`config.mk`:
```
export PLATFORM = sky130hd
export DESIGN_NAME = sump_cmd_ctrl
export DESIGN_NICKNAME = d
export VERILOG_FILES = /design/src/rtl/sump_cmd_ctrl.sv
export SDC_FILE = /design/constraint.sdc
export NUM_CORES = 1
export LEC_CHECK = 0
export CAP_MARGIN = 40
export CELL_PAD_IN_SITES_DETAIL_PLACEMENT = 0
export CELL_PAD_IN_SITES_GLOBAL_PLACEMENT = 1
export CORE_ASPECT_RATIO = 0.6
export CORE_MARGIN = 2
export CORE_UTILIZATION = 29
export CTS_CLUSTER_DIAMETER = 100
export DETAILED_ROUTE_END_ITERATION = 12
export MAX_ROUTING_LAYER = met4
export PLACE_DENSITY_LB_ADDON = 0.05
export SLEW_MARGIN = 20
export SYNTH_ARGS = -nofsm -noshare
export SYNTH_HDL_FRONTEND = slang
export SYNTH_SLANG_ARGS = --single-unit
export TNS_END_PERCENT = 1
```
`constraint.sdc`:
```
create_clock -name clk_i -period 5.65 [get_ports clk_i]
set_clock_uncertainty 0.15 [all_clocks]
set_input_delay 0.8475 -clock clk_i [delete_from_list [all_inputs] [get_ports clk_i]]
set_output_delay 0.8475 -clock clk_i [all_outputs]
set_load 0.05 [all_outputs]
```
`src/rtl/sump_cmd_ctrl.sv`:
```
// SUMP command controller: decodes opcode strobes into capture configuration,
// arm/reset pulses and byte-serial ID/metadata responses. Optional: LOGIP_METADATA_EN.
module sump_cmd_ctrl #(
    parameter int PROBES    = 32,
    parameter int MEM_DEPTH = 4096
) (
    input  logic              clk_i,
    input  logic              rst_i,
    input  logic [7:0]        opc_i,
    input  logic [31:0]       cmd_i,
    input  logic              stb_i,
    output logic [PROBES-1:0] trg_mask_o,
    output logic [PROBES-1:0] trg_val_o,
    output logic [31:0]       trg_cfg_o,
    output logic [23:0]       div_o,
    output logic [15:0]       read_cnt_o,
    output logic [15:0]       delay_cnt_o,
    output logic [7:0]        flags_o,
    output logic              arm_o,
    output logic              core_rst_o,
    output logic              xoff_o,
    output logic              busy_o,
    output logic [7:0]        tx_data_o,
    output logic              tx_stb_o,
    input  logic              tx_rdy_i
);

    typedef enum logic [0:0] {ST_IDLE = 1'b0, ST_SEND = 1'b1} state_e;

    localparam logic [7:0]  PROBES_B    = 8'(PROBES);
    localparam logic [31:0] MEM_DEPTH_W = 32'(MEM_DEPTH);

    // Unified response ROM: ID bytes at 0..3, metadata bytes at 4..20.
    function automatic logic [7:0] rom_byte(input logic [4:0] idx);
        logic [7:0] b;
        case (idx)
            5'd0:  b = 8'h31;
            5'd1:  b = 8'h41;
            5'd2:  b = 8'h4C;
            5'd3:  b = 8'h53;
`ifdef LOGIP_METADATA_EN
            5'd4:  b = 8'h01;
            5'd5:  b = 8'h4C;
            5'd6:  b = 8'h6F;
            5'd7:  b = 8'h67;
            5'd8:  b = 8'h49;
            5'd9:  b = 8'h50;
            5'd10: b = 8'h00;
            5'd11: b = 8'h21;
            5'd12: b = MEM_DEPTH_W[31:24];
            5'd13: b = MEM_DEPTH_W[23:16];
            5'd14: b = MEM_DEPTH_W[15:8];
            5'd15: b = MEM_DEPTH_W[7:0];
            5'd16: b = 8'h40;
            5'd17: b = PROBES_B;
            5'd18: b = 8'h41;
            5'd19: b = 8'h02;
            5'd20: b = 8'h00;
`endif
            default: b = 8'h00;
        endcase
        return b;
    endfunction

    state_e            state_q, state_d;
    logic [4:0]        idx_q, idx_d;
    logic              sel_q, sel_d;
    logic [PROBES-1:0] mask_q, mask_d, val_q, val_d;
    logic [31:0]       cfg_q, cfg_d;
    logic [23:0]       div_q, div_d;
    logic [15:0]       rcnt_q, rcnt_d, dcnt_q, dcnt_d;
    logic [7:0]        flags_q, flags_d;
    logic              arm_q, arm_d, crst_q, crst_d, xoff_q, xoff_d;

    logic              rst_cmd_s, start_id_s, start_md_s, hs_s;
    logic [4:0]        last_s;

    assign rst_cmd_s  = stb_i && (opc_i == 8'h00);
    assign start_id_s = stb_i && (opc_i == 8'h02);
`ifdef LOGIP_METADATA_EN
    assign start_md_s = stb_i && (opc_i == 8'h04);
`else
    assign start_md_s = 1'b0;
`endif
    // The handshake is gated by the registered xoff so a paused byte never transfers.
    assign hs_s   = (state_q == ST_SEND) && !xoff_q && tx_rdy_i;
    assign last_s = sel_q ? 5'd20 : 5'd3;

    // Opcode decode into configuration registers and pulses.
    always_comb begin
        mask_d  = mask_q;
        val_d   = val_q;
        cfg_d   = cfg_q;
        div_d   = div_q;
        rcnt_d  = rcnt_q;
        dcnt_d  = dcnt_q;
        flags_d = flags_q;
        xoff_d  = xoff_q;
        arm_d   = 1'b0;
        crst_d  = 1'b0;
        if (stb_i) begin
            case (opc_i)
                8'h00: begin
                    crst_d  = 1'b1;
                    mask_d  = '0;
                    val_d   = '0;
                    cfg_d   = 32'h0;
                    div_d   = 24'h0;
                    rcnt_d  = 16'h0;
                    dcnt_d  = 16'h0;
                    flags_d = 8'h00;
                    xoff_d  = 1'b0;
                end
                8'h01: arm_d   = 1'b1;
                8'h11: xoff_d  = 1'b0;
                8'h13: xoff_d  = 1'b1;
                8'hC0: mask_d  = cmd_i[PROBES-1:0];
                8'hC1: val_d   = cmd_i[PROBES-1:0];
                8'hC2: cfg_d   = cmd_i;
                8'h80: div_d   = cmd_i[23:0];
                8'h81: begin
                    rcnt_d = cmd_i[15:0];
                    dcnt_d = cmd_i[31:16];
                end
                8'h82: flags_d = cmd_i[7:0];
                default: ;
            endcase
        end else begin
            arm_d  = 1'b0;
            crst_d = 1'b0;
        end
    end

    // Response sequencer next-state logic.
    always_comb begin
        state_d = state_q;
        idx_d   = idx_q;
        sel_d   = sel_q;
        case (state_q)
            ST_IDLE: begin
                if (start_id_s) begin
                    state_d = ST_SEND;
                    idx_d   = 5'd0;
                    sel_d   = 1'b0;
                end else if (start_md_s) begin
                    state_d = ST_SEND;
                    idx_d   = 5'd4;
                    sel_d   = 1'b1;
                end else begin
                    state_d = ST_IDLE;
                end
            end
            ST_SEND: begin
                if (rst_cmd_s || (hs_s && (idx_q == last_s))) begin
                    state_d = ST_IDLE;
                    idx_d   = 5'd0;
                    sel_d   = 1'b0;
                end else if (hs_s) begin
                    idx_d = idx_q + 5'd1;
                end else begin
                    idx_d = idx_q;
                end
            end
            default: begin
                state_d = ST_IDLE;
                idx_d   = 5'd0;
                sel_d   = 1'b0;
            end
        endcase
    end

    // Sequencer outputs derived from registered state.
    always_comb begin
        busy_o    = 1'b0;
        tx_stb_o  = 1'b0;
        tx_data_o = 8'h00;
        if (state_q == ST_SEND) begin
            busy_o    = 1'b1;
            tx_stb_o  = !xoff_q;
            tx_data_o = rom_byte(idx_q);
        end else begin
            busy_o = 1'b0;
        end
    end

    // State and configuration registers.
    always_ff @(posedge clk_i or posedge rst_i) begin
        if (rst_i) begin
            state_q <= ST_IDLE;
            idx_q   <= 5'd0;
            sel_q   <= 1'b0;
            mask_q  <= '0;
            val_q   <= '0;
            cfg_q   <= 32'h0;
            div_q   <= 24'h0;
            rcnt_q  <= 16'h0;
            dcnt_q  <= 16'h0;
            flags_q <= 8'h00;
            arm_q   <= 1'b0;
            crst_q  <= 1'b0;
            xoff_q  <= 1'b0;
        end else begin
            state_q <= state_d;
            idx_q   <= idx_d;
            sel_q   <= sel_d;
            mask_q  <= mask_d;
            val_q   <= val_d;
            cfg_q   <= cfg_d;
            div_q   <= div_d;
            rcnt_q  <= rcnt_d;
            dcnt_q  <= dcnt_d;
            flags_q <= flags_d;
            arm_q   <= arm_d;
            crst_q  <= crst_d;
            xoff_q  <= xoff_d;
        end
    end

    assign trg_mask_o  = mask_q;
    assign trg_val_o   = val_q;
    assign trg_cfg_o   = cfg_q;
    assign div_o       = div_q;
    assign read_cnt_o  = rcnt_q;
    assign delay_cnt_o = dcnt_q;
    assign flags_o     = flags_q;
    assign arm_o       = arm_q;
    assign core_rst_o  = crst_q;
    assign xoff_o      = xoff_q;

endmodule

```
== Yosys cells after proc, flatten, opt, wreduce, memory -nomap -nowiden ==
Cells that the tools add are included.
Cells by class
  multiplexer cells: 27
  eq/ne operators: 17
  reduce and logical (&&, ||, !) cells: 26
  add/subtract/negate cells: 1
  bitwise logic cells: 1
Operators by type and width (count)
  case mux 32 bit (2 select lines): 3
  case mux 16 bit (2 select lines): 2
  == test 8 bit, second input constant: 6
  case mux 24 bit (2 select lines): 1
  case mux 7 bit (4 select lines): 1
  2-to-1 mux 5 bit: 4
  AND reduction 2 bit: 9
  == test 8 x 5 -> 1 bit, second input constant: 2
  case mux 8 bit (2 select lines): 1
  nonzero test 2 bit: 7
  == test 5 x 2 -> 1 bit, second input constant: 2
  2-to-1 mux 1 bit: 10
  case mux 5 bit (2 select lines): 1
  == test 8 x 1 -> 1 bit, second input constant: 1
  == test 8 x 2 -> 1 bit, second input constant: 1
  logical NOT 8 bit: 1
  2-to-1 mux 7 bit: 1
  case mux 1 bit (2 select lines): 3
  adder 5 x 1 -> 5 bit, second input constant: 1
  == test 5 x 1 -> 1 bit, second input constant: 1
  == test 5 bit: 1
  logical AND 1 bit: 5
  logical NOT 5 bit: 1
  inequality test 3 x 1 -> 1 bit, second input constant: 1
  other kinds (6): 6
Storage, ports and cells
  input port bits: 44
  output and inout bits: 173
  flip-flop bits (word level): 170
  logic and storage cells: 85

== Depth between registers and ports, before layout ==
  depth after elaboration: 7
  gate-level depth with buffers: 7
  depth with buffers taken out: 5

== Worst setup path after synthesis ==
No wires, ideal clock.
  path kind: reg-to-output
  start: register idx_q[1]
  end: output tx_data_o[4]
  slack: 2783 ps
  cell stages (with the launch flop): 5
  path buffers: 0
  data required time: 4653 ps
  data arrival time: 1870 ps
  cells stage by stage: dfrtp_1 -> ha_1 -> nor4b_1 -> and2_1 -> or2_2
Between the ends
  word-level cells in the longest chain between the ends: 3
  elaborated cells on any way between the ends: 6
  those cells by class: eq/ne: 3; mux: 2; reduce/logical: 1
RTL lines
  from (decl): RTL line 66  | logic [4:0] idx_q, idx_d;
  from (signal assigned): RTL line 204  | idx_q <= idx_d;
  == test 5 x 2 -> 1 bit (tied with other cells): RTL line 36  | case (idx)
  case mux 7 bit (4 select lines) *: RTL line 36
  2-to-1 mux 7 bit *: RTL line 177  | if (state_q == ST_SEND) begin
  to (decl): RTL line 23  | output logic [7:0] tx_data_o,
Every way passes the cells marked *; elsewhere a longest branch is shown, timed or not.

== Worst setup path after layout ==
Ends and elaborated chain as after synthesis.

==> run_results.csv <==
group,metric,value,unit
floorplan,fp.dieW,200,um
clock_tree,clkSlewWorstSetupHoldPaths,70,ps
synth,async_reset_ff_share,100,%
clock_tree,cts.repair.resized,0,
synth,netlist_area,0.00672,mm2
synth,synth_most_common_cell,"dfrtp_1",
synth,ys_ff_latch,169,
run_status,status,"finished clean",
clock_tree,cts_made_buffers,17,
floorplan,rows,43,
sta,max_freq,0.266,GHz
drt,drc_errors,0,
clock_tree,root_buffer,"clkbuf_16",
synth,netlist_top_cells_count,"169 x dfrtp_1, 119 x a22o_1, 49 x inv_1, 49 x nand2_1, 43 x mux2i_1",
synth,yosysWarnings,0,
synth,synth_cell_types,39,
setup_path,worstSetupPathType,"register to output pin",
synth,synth-edff-count,0,
setup_path,worstPathArrival,2760,ps
setup_path,worstSetupEndpointType,"output pin",
pwr,power_leakage,4.40,nW
pwr,ir_worst_vdd,0.203,mV
setup_path,cp_top_family,"simple AND/OR/NAND/NOR gates",
synth,synth_seq_area_share,63.0,%
drt,drt-wirelength-per-cell,21.6,um
global_route,grtUsageTotal,19.8,%
placement,gp_congestion,0.827,
floorplan,dieHeight,122,um
sta,worstMarginPinSlew,800,ps
sta,finalCritPeriodShare,66.5,%
placement,port_buffers,215,
global_route,grt_pass1_vias,5382,
sta,slew_viol_final,0,
placement,dp_slack,1810,ps
setup_path,slowest_delay,780,ps
setup_path,crit_buf_inv,1,
global_route,grt_max_degree,50,
drt,drtIter0Drc,289,
floorplan,initial_core_util,29.3,%
clock_tree,cts_buffer_depth,2,
synth,synth_top_cell_by_area,"dfrtp_1",
sta,rsz0062_at_grt,"false",
floorplan,core,0.0229,mm2
floorplan,ios,217,
sta,slew_headroom,46.5,%
worst_hold_path,hp-class,"register to register",
clock_tree,holdBufCountCts,0,
cells_and_area,drive_gt1_share,8.30,%
clock_tree,clk_latency,420,ps
synth,syn_inst,532,
drt,drt.antenna.violating_nets,0,
setup_path,path_cells,"ha_1, nor4b_1, and2_1, or2_2, clkdlybuf4s50_1",
global_route,grt_first_pass_wirelength,34800,um
synth,ys.flop_type,"dfrtp_1",
cells_and_area,fillCellCount,2166,
setup_path,worst-endpoint-required,4650,ps
cells_and_area,fin_nets,794,
global_route,overflow,0,
sta,hold_violations,0,
setup_path,critPathSlowestCell,"clkdlybuf4s50_1",
floorplan,die-area,0.0244,mm2
clock_tree,cts-htree-levels,4,
sta,setup_slack,1890,ps
cells_and_area,syn2layout_area_growth,48.3,%
drt,drt_wl_total,23200,um
pwr,power_density,336,mW/mm2
clock_tree,cts.sink_count,169,
synth,synth.top_cell.area_share,63.0,%
sta,fin_crit,3760,ps
synth,synth.area.top_cells,"dfrtp_1 63%, a22o_1 16%, mux2i_1 6.4%",
cells_and_area,diodes,0,
drt,vias,5201,
clock_tree,cts_tree,"done",
setup_path,startpoint_type,"register",
synth,syn_nets,580,
synth,syn_avg_cell_area,12.6,um2
sta,tns,0,ps
sta,setup_violations,0,
placement,post-dp-hpwl,15800,um
job,drv_cap,0,
global_route,antenna_found_initial,0,
setup_path,worstPathMaxFanout,5,
drt,viasPerCell,4.84,
drt,dr.pass1.iters,5,
clock_tree,postCtsSetupRepairBufs,0,
## worst reg2reg max path: cells and delay by family (launching register included)
family | cells | cell delay (ps)
and+or+nand+nor | 2 | 670
DFF | 1 | 410
muxes | 1 | 280
adders and majority gates | 1 | 260
## routing by layer
layer	up-vias	track usage (%)	routed length, um
li1	2329	-	-
met1	2673	27.6	11300
met2	184	27.5	9880
met3	15	7.04	1940
met4	0	4.49	178
met5	-	-	0
## where the power goes
part           leakage [nW]  switching [mW]  total [mW]  internal [mW]
Clock                 0.279           0.504        1.18          0.674
Sequential             2.16          0.0790        1.39           1.31
Combinational          1.96           0.514       0.778          0.264
## cell usage in the layout, fill, tap and decap left out, types with 3 or more instances in the layout
| cell | n |
|---|---|
| buf_4 | 7 |
| dfrtp_1 | 169 |
| nand3_1 | 5 |
| o31a_1 | 3 |
| clkinvlp_4 | 3 |
| nand2_1 | 49 |
| clkdlybuf4s50_1 | 215 |
| inv_1 | 48 |
| or4_1 | 3 |
| clkbuf_16 | 17 |
| nor4b_1 | 4 |
| o21ai_0 | 3 |
| or2_2 | 3 |
| ha_1 | 4 |
| and2_1 | 3 |
| clkinv_2 | 4 |
| a22o_1 | 119 |
| nor2_4 | 4 |
| buf_16 | 6 |
| and3_1 | 4 |
| mux2i_1 | 43 |
| nor3_1 | 4 |
## through the flow
step	hold WS, ps	cell area, um2	utilization [%]	total power, mW	instances
6_report	351	9960	43.5	3.35	1074
5_1_grt	366	9960	43.5	3.48	1074
4_1_cts	351	9960	43.5	3.39	1073
3_5_place_dp	331	9380	40.9	2.19	1041
3_3_place_gp	332	9210	40.2	2.19	1035
2_1_floorplan	385	6720	-	1.88	532
## path summary, 6_finish.rpt
kind	start	end	slack [ps]	cells after the start
max in group asynchronous	rst_i	trg_val_o[21]	3510	4
worst max-delay path	idx_q[1]	tx_data_o[4]	1890	5
worst min register to register	read_cnt_o[14]	read_cnt_o[14]	350	1
worst min-delay path	read_cnt_o[14]	read_cnt_o[14]	350	1
worst max register to register	idx_q[1]	idx_q[0]	3770	4
min in group asynchronous	rst_i	div_o[19]	680	2
## cell type report
cell class,count,area (um2),area share [%]
inverters,50,193,1.93
clock buffers,21,460,4.62
flip-flops and latches,169,4230,42.4
multi-input cells,279,2190,22.0
clock inverters,11,120,1.21
well taps,315,394,3.96
repair buffers,229,2370,23.8
## flip-flops by register name, summed over array words and instances (netlist names)
name	cells
arm_o	1
core_rst_o	1
delay_cnt_o	16
div_o	24
flags_o	8
idx_q	5
read_cnt_o	16
state_q	1
trg_cfg_o	32
trg_mask_o	32
trg_val_o	32
xoff_o	1
## kinds of logic after synthesis
kind of cell | share of synthesized area, %
AOI/OAI and AO/OA | 17.1
adders and majority gates | 0.745
buffers and inverters | 5.42
DFF | 63.0
muxes | 6.57
other | 0.0558
and+or+nand+nor | 7.13
Power figures use the tool's default switching activity.
